===== src/rtl/countdown_ticker.sv =====
// Countdown timer with a tick/tock metronome whose silent gaps shrink as the deadline nears.
// states: IDLE stopped | TICK high tone | GAP1 silence | TOCK low tone | GAP2 silence
`timescale 1ns/1ps
module countdown_ticker #(
  parameter int CLK_HZ     = 100000000,
  parameter int TIME_W     = 7,
  parameter int NUM_STAGES = 4,
  parameter int STAGE_W    = 2,
  parameter int CHIME_CYC  = 5000000,
  parameter int TICK_HALF  = 31250,
  parameter int TOCK_HALF  = 62500,
  parameter logic [NUM_STAGES*32-1:0] GAP_TABLE =
    {32'd10000000, 32'd40000000, 32'd70000000, 32'd100000000}
) (
  input  logic              basys_clk,
  input  logic              reset,
  input  logic              start,
  input  logic              abort,
  input  logic [TIME_W-1:0] duration,
  input  logic              mute,
  output logic              audio_out,
  output logic              playing,
  output logic              done,
  output logic [TIME_W-1:0] secs_left,
  output logic [STAGE_W-1:0] stage
);

  localparam int SEC_W = (CLK_HZ > 1) ? $clog2(CLK_HZ) : 1;
  localparam logic [SEC_W-1:0] SEC_LAST   = SEC_W'(CLK_HZ - 1);
  localparam logic [31:0]      CHIME_LAST = 32'(CHIME_CYC - 1);
  localparam logic [31:0]      TICK_LAST  = 32'(TICK_HALF - 1);
  localparam logic [31:0]      TOCK_LAST  = 32'(TOCK_HALF - 1);

  typedef enum logic [2:0] {
    S_IDLE,
    S_TICK,
    S_GAP1,
    S_TOCK,
    S_GAP2
  } beat_t;

  beat_t              state, state_nxt;
  logic [31:0]        phase, phase_nxt;
  logic [31:0]        tone_cnt, tone_nxt;
  logic               tone_lvl, lvl_nxt;
  logic [31:0]        half_last;
  logic [SEC_W-1:0]   sec_cnt;
  logic [TIME_W-1:0]  thr [NUM_STAGES];
  logic [31:0]        q_full;
  logic [STAGE_W-1:0] stage_sel;
  logic               stage_hit;
  logic [31:0]        gap_cur;
  logic               gap_done;
  logic               start_ok;
  logic               abort_now;
  logic               sec_wrap;
  logic               expire;

  assign start_ok  = start & ~playing & ~abort & (duration != '0);
  assign abort_now = abort & playing;
  assign sec_wrap  = playing & (sec_cnt == SEC_LAST);
  assign expire    = sec_wrap & (secs_left == TIME_W'(1)) & ~abort;
  assign q_full    = 32'(duration) / 32'(NUM_STAGES);

  // Thresholds are (NUM_STAGES-1-k)*Q, latched once at start; the constant
  // factors keep the per-cycle path to a compare chain.
  always_ff @(posedge basys_clk or posedge reset) begin
    if (reset) begin
      playing   <= 1'b0;
      done      <= 1'b0;
      secs_left <= '0;
      sec_cnt   <= '0;
      for (int k = 0; k < NUM_STAGES; k++) thr[k] <= '0;
    end else begin
      done <= 1'b0;
      if (abort_now) begin
        playing   <= 1'b0;
        secs_left <= '0;
        sec_cnt   <= '0;
      end else if (start_ok) begin
        playing   <= 1'b1;
        secs_left <= duration;
        sec_cnt   <= '0;
        for (int k = 0; k < NUM_STAGES; k++)
          thr[k] <= TIME_W'(q_full * 32'(NUM_STAGES - 1 - k));
      end else if (playing) begin
        if (sec_wrap) begin
          sec_cnt   <= '0;
          secs_left <= secs_left - TIME_W'(1);
          if (secs_left == TIME_W'(1)) begin
            playing <= 1'b0;
            done    <= 1'b1;
          end
        end else begin
          sec_cnt <= sec_cnt + SEC_W'(1);
        end
      end
    end
  end

  always_comb begin
    stage_sel = '0;
    stage_hit = 1'b0;
    for (int k = 0; k < NUM_STAGES; k++) begin
      if (!stage_hit && (secs_left > thr[k])) begin
        stage_sel = STAGE_W'(k);
        stage_hit = 1'b1;
      end
    end
  end

  assign stage    = stage_sel;
  assign gap_cur  = GAP_TABLE[int'(stage_sel)*32 +: 32];
  assign gap_done = ({1'b0, phase} + 33'd1) >= {1'b0, gap_cur};

  always_comb begin
    state_nxt = state;
    phase_nxt = phase + 32'd1;
    tone_nxt  = tone_cnt;
    lvl_nxt   = tone_lvl;
    half_last = (state == S_TOCK) ? TOCK_LAST : TICK_LAST;
    if (abort_now || expire) begin
      state_nxt = S_IDLE;
      phase_nxt = '0;
      tone_nxt  = '0;
      lvl_nxt   = 1'b0;
    end else begin
      case (state)
        S_IDLE: begin
          phase_nxt = '0;
          tone_nxt  = '0;
          lvl_nxt   = 1'b0;
          if (start_ok) begin
            state_nxt = S_TICK;
            lvl_nxt   = 1'b1;
          end
        end
        S_TICK, S_TOCK: begin
          if (phase == CHIME_LAST) begin
            state_nxt = (state == S_TICK) ? S_GAP1 : S_GAP2;
            phase_nxt = '0;
            tone_nxt  = '0;
            lvl_nxt   = 1'b0;
          end else if (tone_cnt == half_last) begin
            tone_nxt = '0;
            lvl_nxt  = ~tone_lvl;
          end else begin
            tone_nxt = tone_cnt + 32'd1;
          end
        end
        S_GAP1, S_GAP2: begin
          if (gap_done) begin
            state_nxt = (state == S_GAP1) ? S_TOCK : S_TICK;
            phase_nxt = '0;
            tone_nxt  = '0;
            lvl_nxt   = 1'b1;
          end
        end
        default: begin
          state_nxt = S_IDLE;
          phase_nxt = '0;
          tone_nxt  = '0;
          lvl_nxt   = 1'b0;
        end
      endcase
    end
  end

  // Mute only gates the registered pin; the tone generator keeps running.
  always_ff @(posedge basys_clk or posedge reset) begin
    if (reset) begin
      state     <= S_IDLE;
      phase     <= '0;
      tone_cnt  <= '0;
      tone_lvl  <= 1'b0;
      audio_out <= 1'b0;
    end else begin
      state     <= state_nxt;
      phase     <= phase_nxt;
      tone_cnt  <= tone_nxt;
      tone_lvl  <= lvl_nxt;
      audio_out <= lvl_nxt & ~mute;
    end
  end

endmodule


===== config.mk =====
export PLATFORM = sky130hd
export DESIGN_NAME = countdown_ticker
export DESIGN_NICKNAME = d
export VERILOG_FILES = /design/src/rtl/countdown_ticker.sv
export SDC_FILE = /design/constraint.sdc
export NUM_CORES = 1
export LEC_CHECK = 0
export ABC_AREA = 0
export CAP_MARGIN = 15
export CORE_ASPECT_RATIO = 1.2
export CORE_MARGIN = 1.5
export CORE_UTILIZATION = 55
export CTS_CLUSTER_SIZE = 20
export DETAILED_ROUTE_END_ITERATION = 10
export PLACE_DENSITY = 0.85
export RECOVER_POWER = 100
export SYNTH_ARGS = -nofsm -noshare
export SYNTH_HDL_FRONTEND = slang
export SYNTH_SLANG_ARGS = --single-unit

===== constraint.sdc =====
create_clock -name basys_clk -period 5.5 [get_ports basys_clk]
set_clock_uncertainty 0.1 [all_clocks]
set_input_delay 1.1 -clock basys_clk [delete_from_list [all_inputs] [get_ports basys_clk]]
set_output_delay 1.1 -clock basys_clk [all_outputs]
set_load 0.05 [all_outputs]

==> results.yml <==
outcome:
  outcome: "complete, but fails checks"
  violations: "max-capacitance violations, max-slew violations"
power:
  powerDensity_nw_per_um2: 455
  leakage_nw: 3.97
  ir_drop_mv: 0.317
placed_design:
  place.gp.congestion: 0.935
  placed_cells: 978
  portBuffers: 23
  dp_hpwl_mm: 11.8
global_route:
  gr-total-overflow: 0
  grt_start_max_net_pins: 44
  grt_pass1_wl_mm: 28.6
  grt_pass1_vias: 6159
  antenna_found_initial: 0
  grt_use_total_pct: 25.6
sta:
  setup_violations: 0
  timing.setup.tns_ps: 0
  fmax_ghz: 0.205
  slew_headroom_pct: -40.9
  finalCritPeriodShare_pct: 88.9
  drv_slew: 121
  tightestPinTransition_ps: 2110
  fin_crit_ps: 4890
  rsz0062_at_grt: "false"
  hold_viol: 0
worst_setup_path:
  start_kind: "flop"
  reg2reg_slack_ps: 610
  arrival_ps: 5140
  slowest_stage: "dfrtp_1"
  path_buf_inv: 2
  cp_max_fo: 15
  slowest_delay_ps: 440
  end_kind: "flop"
  critPathTopFamily: "compound AO/OA/AOI/OAI gates"
  path_class: "flop to flop"
  required_ps: 5760
  path_cells: "ha_1 -> nor2b_1 -> o21a_1 -> o21a_1 -> o21a_1 -> o22ai_1 -> nand2_1 -> o211a_1 -> ha_1 -> inv_1 -> ha_1 -> and4_1 -> o211a_1 -> a211o_1 -> a22oi_1 -> nand3_1 -> nor2_4 -> buf_4 -> a221o_1"
floorplanning:
  die_x_um: 109
  die_area_um2: 14300
  initial_core_util_pct: 56.5
  core_um2: 13200
  die_y_um: 131
  ios: 24
  fp-row-count: 46
synthesis:
  synthArstFlopShare_pct: 100
  synth_seq_cells: 116
  synth.distinct_cells: 71
  yosysSeqAreaShare_pct: 38.8
  syn_nets: 873
  synth_top_flop_cell: "dfrtp_1"
  synth_edf_count: 0
  syn-mean-instance-area_um2: 9.27
  yosysWarnings: 0
  synthCells: 806
  syn_area_um2: 7470
cells_and_area:
  antennaDiodeCount: 0
  final_cells: 1010
  layout-drive-gt1-share_pct: 6.18
  nets: 896
  area_growth_pct: 13.1
drt:
  post-route-drc-count: 0
  firstDrtPassIters: 5
  vias: 6218
  wl_per_cell_um: 16.7
  via_per_inst: 6.16
  ant_nets: 0
  wirelength_mm: 16.9
  drt_iter0_drc: 364
clock_tree:
  cts.hold.buffers_added: 0
  cts_tree: "done"
  clock_path_buffers: 2
  htreeDepth: 4
  clock_latency_ps: 420
  post_cts_resized: 0
  numCtsBuffers: 17
  root_buffer: "clkbuf_16"
  clk_pin_slew_worst_paths_ps: 50
  cts.sinks: 116
  post_cts_buffers: 0
hold_path:
  hold_class: "flop to flop"
job:
  drv_cap: 3
## synth_stat cells, types with 5 or more instances
cell type	instances	area [um^2]
xnor2_1	33	289
nor2_1	63	236
o31ai_1	9	67.6
a211o_1	15	131
inv_1	31	116
nor3_1	31	155
dfrtp_1	116	2900
nand3_1	54	270
and3_1	23	144
clkbuf_1	11	41.3
o21ai_0	32	160
nand4_1	21	131
xor2_1	32	280
or3_1	13	81.3
a21o_1	14	105
nor4_1	14	87.6
buf_2	10	50.1
and4_1	9	78.8
o21a_1	29	218
o22ai_1	5	31.3
a21oi_1	27	135
ha_1	54	676
nor2b_1	6	37.5
nand2_1	73	274
## worst reg2reg max path, cell delays in order, from the launching register on
cell and delay [ps]:
dfrtp_1 440, ha_1 350, nor2b_1 140, o21a_1 170
o21a_1 170, o21a_1 170, o22ai_1 170, nand2_1 100
o211a_1 310, ha_1 330, inv_1 70, ha_1 310
and4_1 220, o211a_1 110, a211o_1 280, a22oi_1 250
nand3_1 260, nor2_4 420, buf_4 290, a221o_1 170
## per-stage QoR
step	utilization (%)	setup WS, ps	hold WS, ps	area [um^2]	power (mW)
after floorplan	-	468	350	7470	2.25
after global placement	59.3	816	366	7860	2.63
after detailed placement	59.3	707	372	7860	2.69
after CTS	64.1	681	384	8490	3.89
after global routing	63.8	228	407	8450	4.11
final	63.8	613	380	8450	3.85
## routing by layer
layer / track usage (%) / wire length (um) / share of wire (%) / vias up
li1: - / - / - / 2993
met1: 31.2 / 7270 / 43 / 3009
met2: 42.9 / 8430 / 50 / 169
met3: 5.21 / 699 / 4.1 / 47
met4: 12.7 / 499 / 3.0 / 0
met5: 0 / 0 / 0 / -
## flip-flops by register name (all words and copies together), names as in the netlist
name	count
playing	1
sec_cnt	27
phase	32
tone_cnt	32
state	3
audio_out	1
thr	11
secs_left	7
tone_lvl	1
done	1
## final cells by class
| class | count | area, um^2 |
|---|---|---|
| Tap cell | 168 | 210 |
| Clock inverter | 13 | 181 |
| Inverter | 31 | 118 |
| Fill cell | 1047 | 4790 |
| Sequential cell | 116 | 2900 |
| Timing Repair Buffer | 33 | 299 |
| Clock buffer | 19 | 453 |
| Multi-Input combinational cell | 630 | 4290 |
## cells by family (layout without fill, tap and decap cells)
logic type,count (synthesis),in the layout,share of synthesized area [%]
AO/OA/AOI/OAI,166,166,15.9
flip-flops,116,116,38.8
multiplexers,1,1,0.134
buffers and inverters,60,96,3.73
AND/OR/NAND/NOR,343,343,24.5
adder cells (fa/ha/maj),55,55,9.31
XOR/XNOR,65,65,7.62
## power breakdown
| part | internal (mW) | switching (mW) | leakage (nW) |
|---|---|---|---|
| logic | 0.575 | 1.04 | 2.08 |
| registers | 0.946 | 0.110 | 1.59 |
| clock network | 0.779 | 0.401 | 0.297 |
## worst paths after layout
kind                                    from  cells after the start           to
worst max-delay path            secs_left[1]                     19  tone_cnt[5]
worst min-delay path                 thr[23]                      2      thr[23]
worst max register to register  secs_left[1]                     19  tone_cnt[5]
worst min register to register       thr[23]                      2      thr[23]
max in group asynchronous              reset                      3    phase[20]
min in group asynchronous              reset                      2  sec_cnt[18]
## cells in the final DEF (no fill, tap or decap), types with 3 or more instances in the layout
cell type / instances
bufinv_16: 4
or3_1: 13
a21o_1: 14
nor4_4: 3
clkinvlp_4: 5
xor2_1: 32
clkbuf_16: 17
o21a_1: 29
inv_1: 30
a211o_1: 15
o211ai_1: 3
and4_1: 9
nor4_1: 14
buf_4: 4
and3_1: 23
nand4_1: 21
o22ai_1: 5
xnor2_1: 33
dfrtp_1: 116
a211oi_1: 4
clkbuf_1: 5
nand3_1: 55
and2_1: 4
nor2b_1: 6
clkinv_2: 3
o31ai_1: 9
nor3_1: 31
o211a_1: 4
ha_1: 54
a21oi_1: 27
dlygate4sd3_1: 14
nor2_1: 63
nor3b_1: 3
o21ai_0: 33
clkdlybuf4s50_1: 9
nand2_1: 73
nor4b_1: 3
Note: power is estimated with default switching activity, not from simulation.
